[config.mk]
export PLATFORM = sky130hd
export DESIGN_NAME = cp0_exc_unit
export DESIGN_NICKNAME = d
export VERILOG_FILES = /design/src/rtl/cp0_pkg.sv /design/src/rtl/cp0_timer.sv /design/src/rtl/cp0_exc_unit.sv
export SDC_FILE = /design/constraint.sdc
export NUM_CORES = 1
export LEC_CHECK = 0
export BUFFER_PORTS_ARGS = -buffer_cell sky130_fd_sc_hd__buf_2
export CAP_MARGIN = 20
export CORE_ASPECT_RATIO = 2
export CORE_MARGIN = 4
export CORE_UTILIZATION = 35
export DETAILED_ROUTE_END_ITERATION = 6
export GPL_ROUTABILITY_DRIVEN = 0
export GPL_TIMING_DRIVEN = 1
export MAX_ROUTING_LAYER = met4
export PLACE_DENSITY = 0.67
export SLEW_MARGIN = 25
export SYNTH_ARGS = -nofsm -noshare
export SYNTH_HDL_FRONTEND = slang
export SYNTH_SLANG_ARGS = --single-unit
[constraint.sdc]
create_clock -name clk -period 3.05 [get_ports clk]
set_clock_uncertainty 0.1 [all_clocks]
set_input_delay 0.7625 -clock clk [delete_from_list [all_inputs] [get_ports clk]]
set_output_delay 0.7625 -clock clk [all_outputs]
set_load 0.01 [all_outputs]
[src/rtl/cp0_pkg.sv]
// cp0_pkg: register numbers, exception codes and EXL state constants shared by the CP0 files.
package cp0_pkg;
    localparam logic [4:0] CP0_COUNT   = 5'd9;
    localparam logic [4:0] CP0_COMPARE = 5'd11;
    localparam logic [4:0] CP0_SR      = 5'd12;
    localparam logic [4:0] CP0_CAUSE   = 5'd13;
    localparam logic [4:0] CP0_EPC     = 5'd14;
    localparam logic [4:0] CP0_PRID    = 5'd15;
    localparam logic [4:0] EXC_INT  = 5'd0;
    localparam logic [4:0] EXC_ADEL = 5'd4;
    localparam logic [4:0] EXC_ADES = 5'd5;
    localparam logic [4:0] EXC_RI   = 5'd10;
    localparam logic [4:0] EXC_OV   = 5'd12;
    localparam logic [31:0] HANDLER_ADDR = 32'h0000_4180;
    localparam logic [0:0] ST_NORMAL  = 1'b0;
    localparam logic [0:0] ST_HANDLER = 1'b1;
endpackage

[src/rtl/cp0_timer.sv]
// cp0_timer: Count/Compare pair and sticky timer-pending flag, built only with CP0_TIMER_EN.
module cp0_timer
    import cp0_pkg::*;
(
    input  logic        clk,
    input  logic        reset,
    input  logic        iWE,
    input  logic [4:0]  iA2,
    input  logic [31:0] iDin,
    output logic [31:0] oCount,
    output logic [31:0] oCompare,
    output logic        oPend
);
    logic [31:0] r_count, r_compare;
    logic        r_pend;
    always_ff @(posedge clk or posedge reset) begin
        if (reset) begin
            r_count   <= 32'd0;
            r_compare <= 32'd0;
            r_pend    <= 1'b0;
        end else begin
            r_count <= (iWE && iA2 == CP0_COUNT) ? iDin : r_count + 32'd1;
            // a Compare write acknowledges the timer, even on a matching cycle
            if (iWE && iA2 == CP0_COMPARE) begin
                r_compare <= iDin;
                r_pend    <= 1'b0;
            end else if (r_count == r_compare) begin
                r_pend <= 1'b1;
            end
        end
    end
    assign oCount   = r_count;
    assign oCompare = r_compare;
    assign oPend    = r_pend;
endmodule

[src/rtl/cp0_exc_unit.sv]
// cp0_exc_unit: CP0 SR/Cause/EPC/PRId and the M-stage interrupt/exception decision.
// Define CP0_TIMER_EN to add Count(9)/Compare(11) with the timer on hardware interrupt 5.
module cp0_exc_unit
    import cp0_pkg::*;
#(
    parameter logic [31:0] PRID_VALUE = 32'h0000_0707
) (
    input  logic        clk,
    input  logic        reset,
    input  logic [4:0]  iA1,
    input  logic [4:0]  iA2,
    input  logic [31:0] iDin,
    input  logic        iWE,
    input  logic [31:0] iPC,
    input  logic        iBD,
    input  logic [4:0]  iExcCode,
    input  logic [5:0]  iHWInt,
    input  logic        iEXLClr,
    output logic [31:0] oDout,
    output logic [31:0] oEPC,
    output logic        oINT
);
    logic [5:0]  r_im, r_ip;
    logic        r_exl, r_ie, r_bd;
    logic [4:0]  r_code;
    logic [31:0] r_epc;
    logic [5:0]  w_hw;
    logic        w_irq, w_exc, w_we, w_wr_sr;
    logic [31:0] w_pc;
`ifdef CP0_TIMER_EN
    logic [31:0] w_count, w_compare;
    logic        w_pend;
    cp0_timer u_timer (
        .clk      (clk),
        .reset    (reset),
        .iWE      (w_we),
        .iA2      (iA2),
        .iDin     (iDin),
        .oCount   (w_count),
        .oCompare (w_compare),
        .oPend    (w_pend)
    );
    assign w_hw = {iHWInt[5] | w_pend, iHWInt[4:0]};
`else
    assign w_hw = iHWInt;
`endif
    assign w_irq   = |(w_hw & r_im) & r_ie & ~r_exl;
    assign w_exc   = (iExcCode != EXC_INT) & ~r_exl;
    assign oINT    = w_irq | w_exc;
    // exception entry owns this edge, so any mtc0 in the same cycle is dropped
    assign w_we    = iWE & ~oINT;
    assign w_wr_sr = w_we && iA2 == CP0_SR;
    assign w_pc    = iPC & 32'hFFFF_FFFC;
    assign oEPC    = r_epc;
    always_ff @(posedge clk or posedge reset) begin
        if (reset) begin
            r_im   <= 6'h3F;
            r_exl  <= ST_NORMAL;
            r_ie   <= 1'b1;
            r_bd   <= 1'b0;
            r_ip   <= 6'h0;
            r_code <= EXC_INT;
            r_epc  <= 32'h0;
        end else begin
            r_ip <= w_hw;
            if (oINT) begin
                r_exl  <= ST_HANDLER;
                r_bd   <= iBD;
                r_code <= w_irq ? EXC_INT : iExcCode;
                r_epc  <= iBD ? w_pc - 32'd4 : w_pc;
            end else begin
                if (w_wr_sr) begin
                    r_im <= iDin[15:10];
                    r_ie <= iDin[0];
                end
                r_exl <= iEXLClr ? ST_NORMAL : w_wr_sr ? iDin[1] : r_exl;
                if (w_we && iA2 == CP0_EPC) r_epc <= iDin;
            end
        end
    end
    always_comb begin
        oDout = 32'h0;
        case (iA1)
            CP0_SR:      oDout = {16'h0, r_im, 8'h0, r_exl, r_ie};
            CP0_CAUSE:   oDout = {r_bd, 15'h0, r_ip, 3'h0, r_code, 2'h0};
            CP0_EPC:     oDout = r_epc;
            CP0_PRID:    oDout = PRID_VALUE;
`ifdef CP0_TIMER_EN
            CP0_COUNT:   oDout = w_count;
            CP0_COMPARE: oDout = w_compare;
`endif
            default:     oDout = 32'h0;
        endcase
    end
endmodule

==> flow_summary.json <==
{
  "clock-sinks": 52,
  "syn_inst": 390,
  "io_pins": 155,
  "final_nets": 636,
  "p_sw_mw": 1.233,
  "drv_cap": 0,
  "die_w_um": 78.80,
  "hold_violations": 0,
  "synthMuxAreaShare": 0.1341,
  "drt_iter0_markers": 171,
  "synth_top_family_by_area": "simple AND/OR/NAND/NOR gates",
  "synth_most_common_cell": "dfrtp_1",
  "grt_pass1_wl_mm": 20.06,
  "rsz0062_at_grt": "false",
  "cp-start-kind": "input pin",
  "synth_xor_area_frac": 0.03245,
  "drc_errors": 0,
  "power_mw": 3.184,
  "crit_path_frequent_cell": "or4_1",
  "nFillCells": 971,
  "hpwl_mm": 10.30,
  "fmax_ghz": 0.3648,
  "yosys-top-cells-count": "dfrtp_1, mux2i_1, a31oi_1",
  "numPortBuffers": 152,
  "clock_power_share": 0.203,
  "initial_core_util": 0.3593,
  "tightest_slew_ns": 0.5186,
  "cts_buffers": 5,
  "synthAdderAreaFrac": 0.003566,
  "crit_fanout": 6,
  "synth-simple-area-share": 0.2628,
  "grt_pass1_vias": 3853,
  "yosysWarnings": 0,
  "fin_area_um2": 4703,
  "die_h_um": 149.6,
  "yosys.area.top_type": "dfrtp_1",
  "syn_to_final_growth_pct": 34.06,
  "maxSlewViolCount": 0,
  "wl_mm": 12.60,
  "power_frac_seq": 0.382,
  "synth-seq-cells": 52,
  "synth_cell_type_count": 44,
  "setup_violations": 0,
  "fin_tns_setup_ns": 0,
  "p_per_area_nw_per_um2": 677.0,
  "holdPathStages": 1,
  "period_share": 0.8987,
  "drive_gt1_frac": 0.3846,
  "yosysSeqAreaShare": 0.3734,
  "overflow": 0,
  "p_comb_frac": 0.415,
  "regToRegStartpoint": "r_im[3]",
  "fp-row-count": 51,
  "root_buffer": "clkbuf_16",
  "antenna_left": 0,
  "worst-path-buf-inv": 2,
  "crit_path_top_delay_cell": "or4_1",
  "cp-end-kind": "register",
  "synth_top_area_frac": 0.3210,
  "antenna_found_initial": 0,
  "track_usage": 0.2236,
  "worstRegToRegCells": 6,
  "synth-async-reset-ratio": 1.000,
  "cts_buffer_depth": 2,
  "min_path_type": "reg2reg",
  "period_needed_ns": 2.741,
  "clk_pin_slew_ns": 0.07,
  "swShare": 0.3872,
  "synth_edf_count": 0,
  "core_area_um2": 9763,
  "cpPeakStageDelay_ns": 0.67,
  "synth_ff_type": "dfrtp_1",
  "final_cell_count_no_fill": 678,
  "cp.depth": 7,
  "cts_hold_buf": 0,
  "vias_per_cell": 5.515,
  "syn_avg_cell_area_um2": 8.996,
  "diodes": 0,
  "die_area_um2": 11790,
  "cts_tree": "done",
  "synth_compound_area_frac": 0.1391,
  "p_int_mw": 1.951,
  "startpoint": "iPC[2]",
  "avgRoutedWirePerCell_um": 18.58,
  "worstPathCellList": "buf_2 > inv_1 > ha_1 > or4b_1 > or4_1 > or4_1 > a31oi_1",
  "grt_start_max_net_pins": 33,
  "synth_area_leaders": "dfrtp_1, mux2i_1, a31oi_1",
  "htreeDepth": 2,
  "cellLeakagePower_nw": 2.166,
  "peakVddDrop_mv": 0.2920,
  "clock_latency_ns": 0.29,
  "vias": 3739,
  "critPathRequiredTime_ns": 3.17,
  "syn-num-nets": 481,
  "maxSlewHeadroom": 0.6538,
  "drt-pass1-iter-count": 7,
  "placed_area_um2": 4533,
  "fin_util": 0.4817,
  "worstPathArrival_ns": 2.86,
  "critical-path-top-delay-family": "simple AND/OR/NAND/NOR gates",
  "synth_area_um2": 3508,
  "dpl.cell_count": 670,
  "hold_path.startpoint": "r_code[0]",
  "status": "complete, no violations",
  "criticalPathCategory": "in2reg"
}
[state kept, by name (all words and copies together), names as in the netlist]
name and flops:
oEPC 32, r_im 6, r_ip 6, r_code 5, r_bd 1, r_exl 1
r_ie 1
[layout make-up]
cell class	instances	area [µm²]	area share
sequential	52	1310	0.2785
clock inverter	2	38.79	0.008247
multi-input combinational	288	2033	0.4323
inverter	21	78.83	0.01676
timing repair buffer	177	948.4	0.2016
clock buffer	6	128.9	0.02740
tap	132	165.2	0.03512
[layer usage]
| layer | track usage | wire length, µm | vias up |
|---|---|---|---|
| li1 | - | - | 1794 |
| met1 | 0.2424 | 4699 | 1789 |
| met2 | 0.4152 | 7012 | 133 |
| met3 | 0.02169 | 524 | 23 |
| met4 | 0.07968 | 359 | 0 |
| met5 | - | 0 | - |
[worst reg2reg max path: stages, from the launching register on]
cell	delay, ns
dfstp_2	0.38
a22oi_1	0.31
a311oi_2	0.18
buf_4	0.23
nor3_1	0.21
buf_4	0.20
mux2_2	0.34
[stage by stage]
stage	hold slack [ns]	setup WS, ns
4_1_cts	0.3896	0.1248
6_report	0.3857	0.3090
3_3_place_gp	0.3657	0.02811
3_5_place_dp	0.3739	0.02259
5_1_grt	0.4173	0.2275
2_1_floorplan	0.3496	0.01488
[cells in the final DEF, fill, tap and decap left out, types with 6 or more instances in the layout]
| master | synthesis | layout |
|---|---|---|
| a21oi_1 | 9 | 9 |
| a22oi_1 | 8 | 8 |
| a31oi_1 | 31 | 31 |
| and4_1 | 15 | 15 |
| buf_2 | 3 | 152 |
| buf_4 | 0 | 25 |
| dfrtp_1 | 45 | 45 |
| dfstp_2 | 7 | 7 |
| inv_1 | 20 | 19 |
| mux2_2 | 8 | 8 |
| mux2i_1 | 38 | 38 |
| nand2_1 | 9 | 9 |
| nor2_1 | 30 | 29 |
| nor3_1 | 22 | 22 |
| nor4_1 | 20 | 20 |
| o21ai_0 | 9 | 9 |
| o31ai_1 | 12 | 12 |
| or3_1 | 6 | 6 |
| or4_1 | 15 | 15 |
| xor2_1 | 8 | 8 |
[worst paths after layout]
path / to / slack, ns
min reg2reg: r_code[0] / 0.39
min: r_code[0] / 0.39
max reg2reg: r_ie / 1.02
min in group asynchronous: oEPC[2] / 0.40
max in group asynchronous: r_ie / 1.62
max: oEPC[30] / 0.31
[cells by family (layout without fill, tap and decap cells)]
kind of cell | after synthesis | in the layout
buffers and inverters | 50 | 206
AOI/OAI and AO/OA | 76 | 76
DFF | 52 | 52
muxes | 46 | 46
and+or+nand+nor | 152 | 152
adders and majority gates | 1 | 1
xor gates and xnor gates | 13 | 13
[repair_timing]
action,CTS,global route
buffers inserted,0,0
resized for setup,0,1
endpoints found under the setup margin,0,3
[power by group through the flow]
stage | clock network (mW) | logic (mW) | registers, mW
6_report | 0.647 | 1.32 | 1.22
5_1_grt | 0.683 | 1.45 | 1.25
4_1_cts | 0.657 | 1.33 | 1.21
3_5_place_dp | 0 | 1.32 | 1.22
3_3_place_gp | 0 | 1.30 | 1.22
2_1_floorplan | 0 | 0.711 | 1.24
Note: power is estimated with default switching activity, not from simulation.
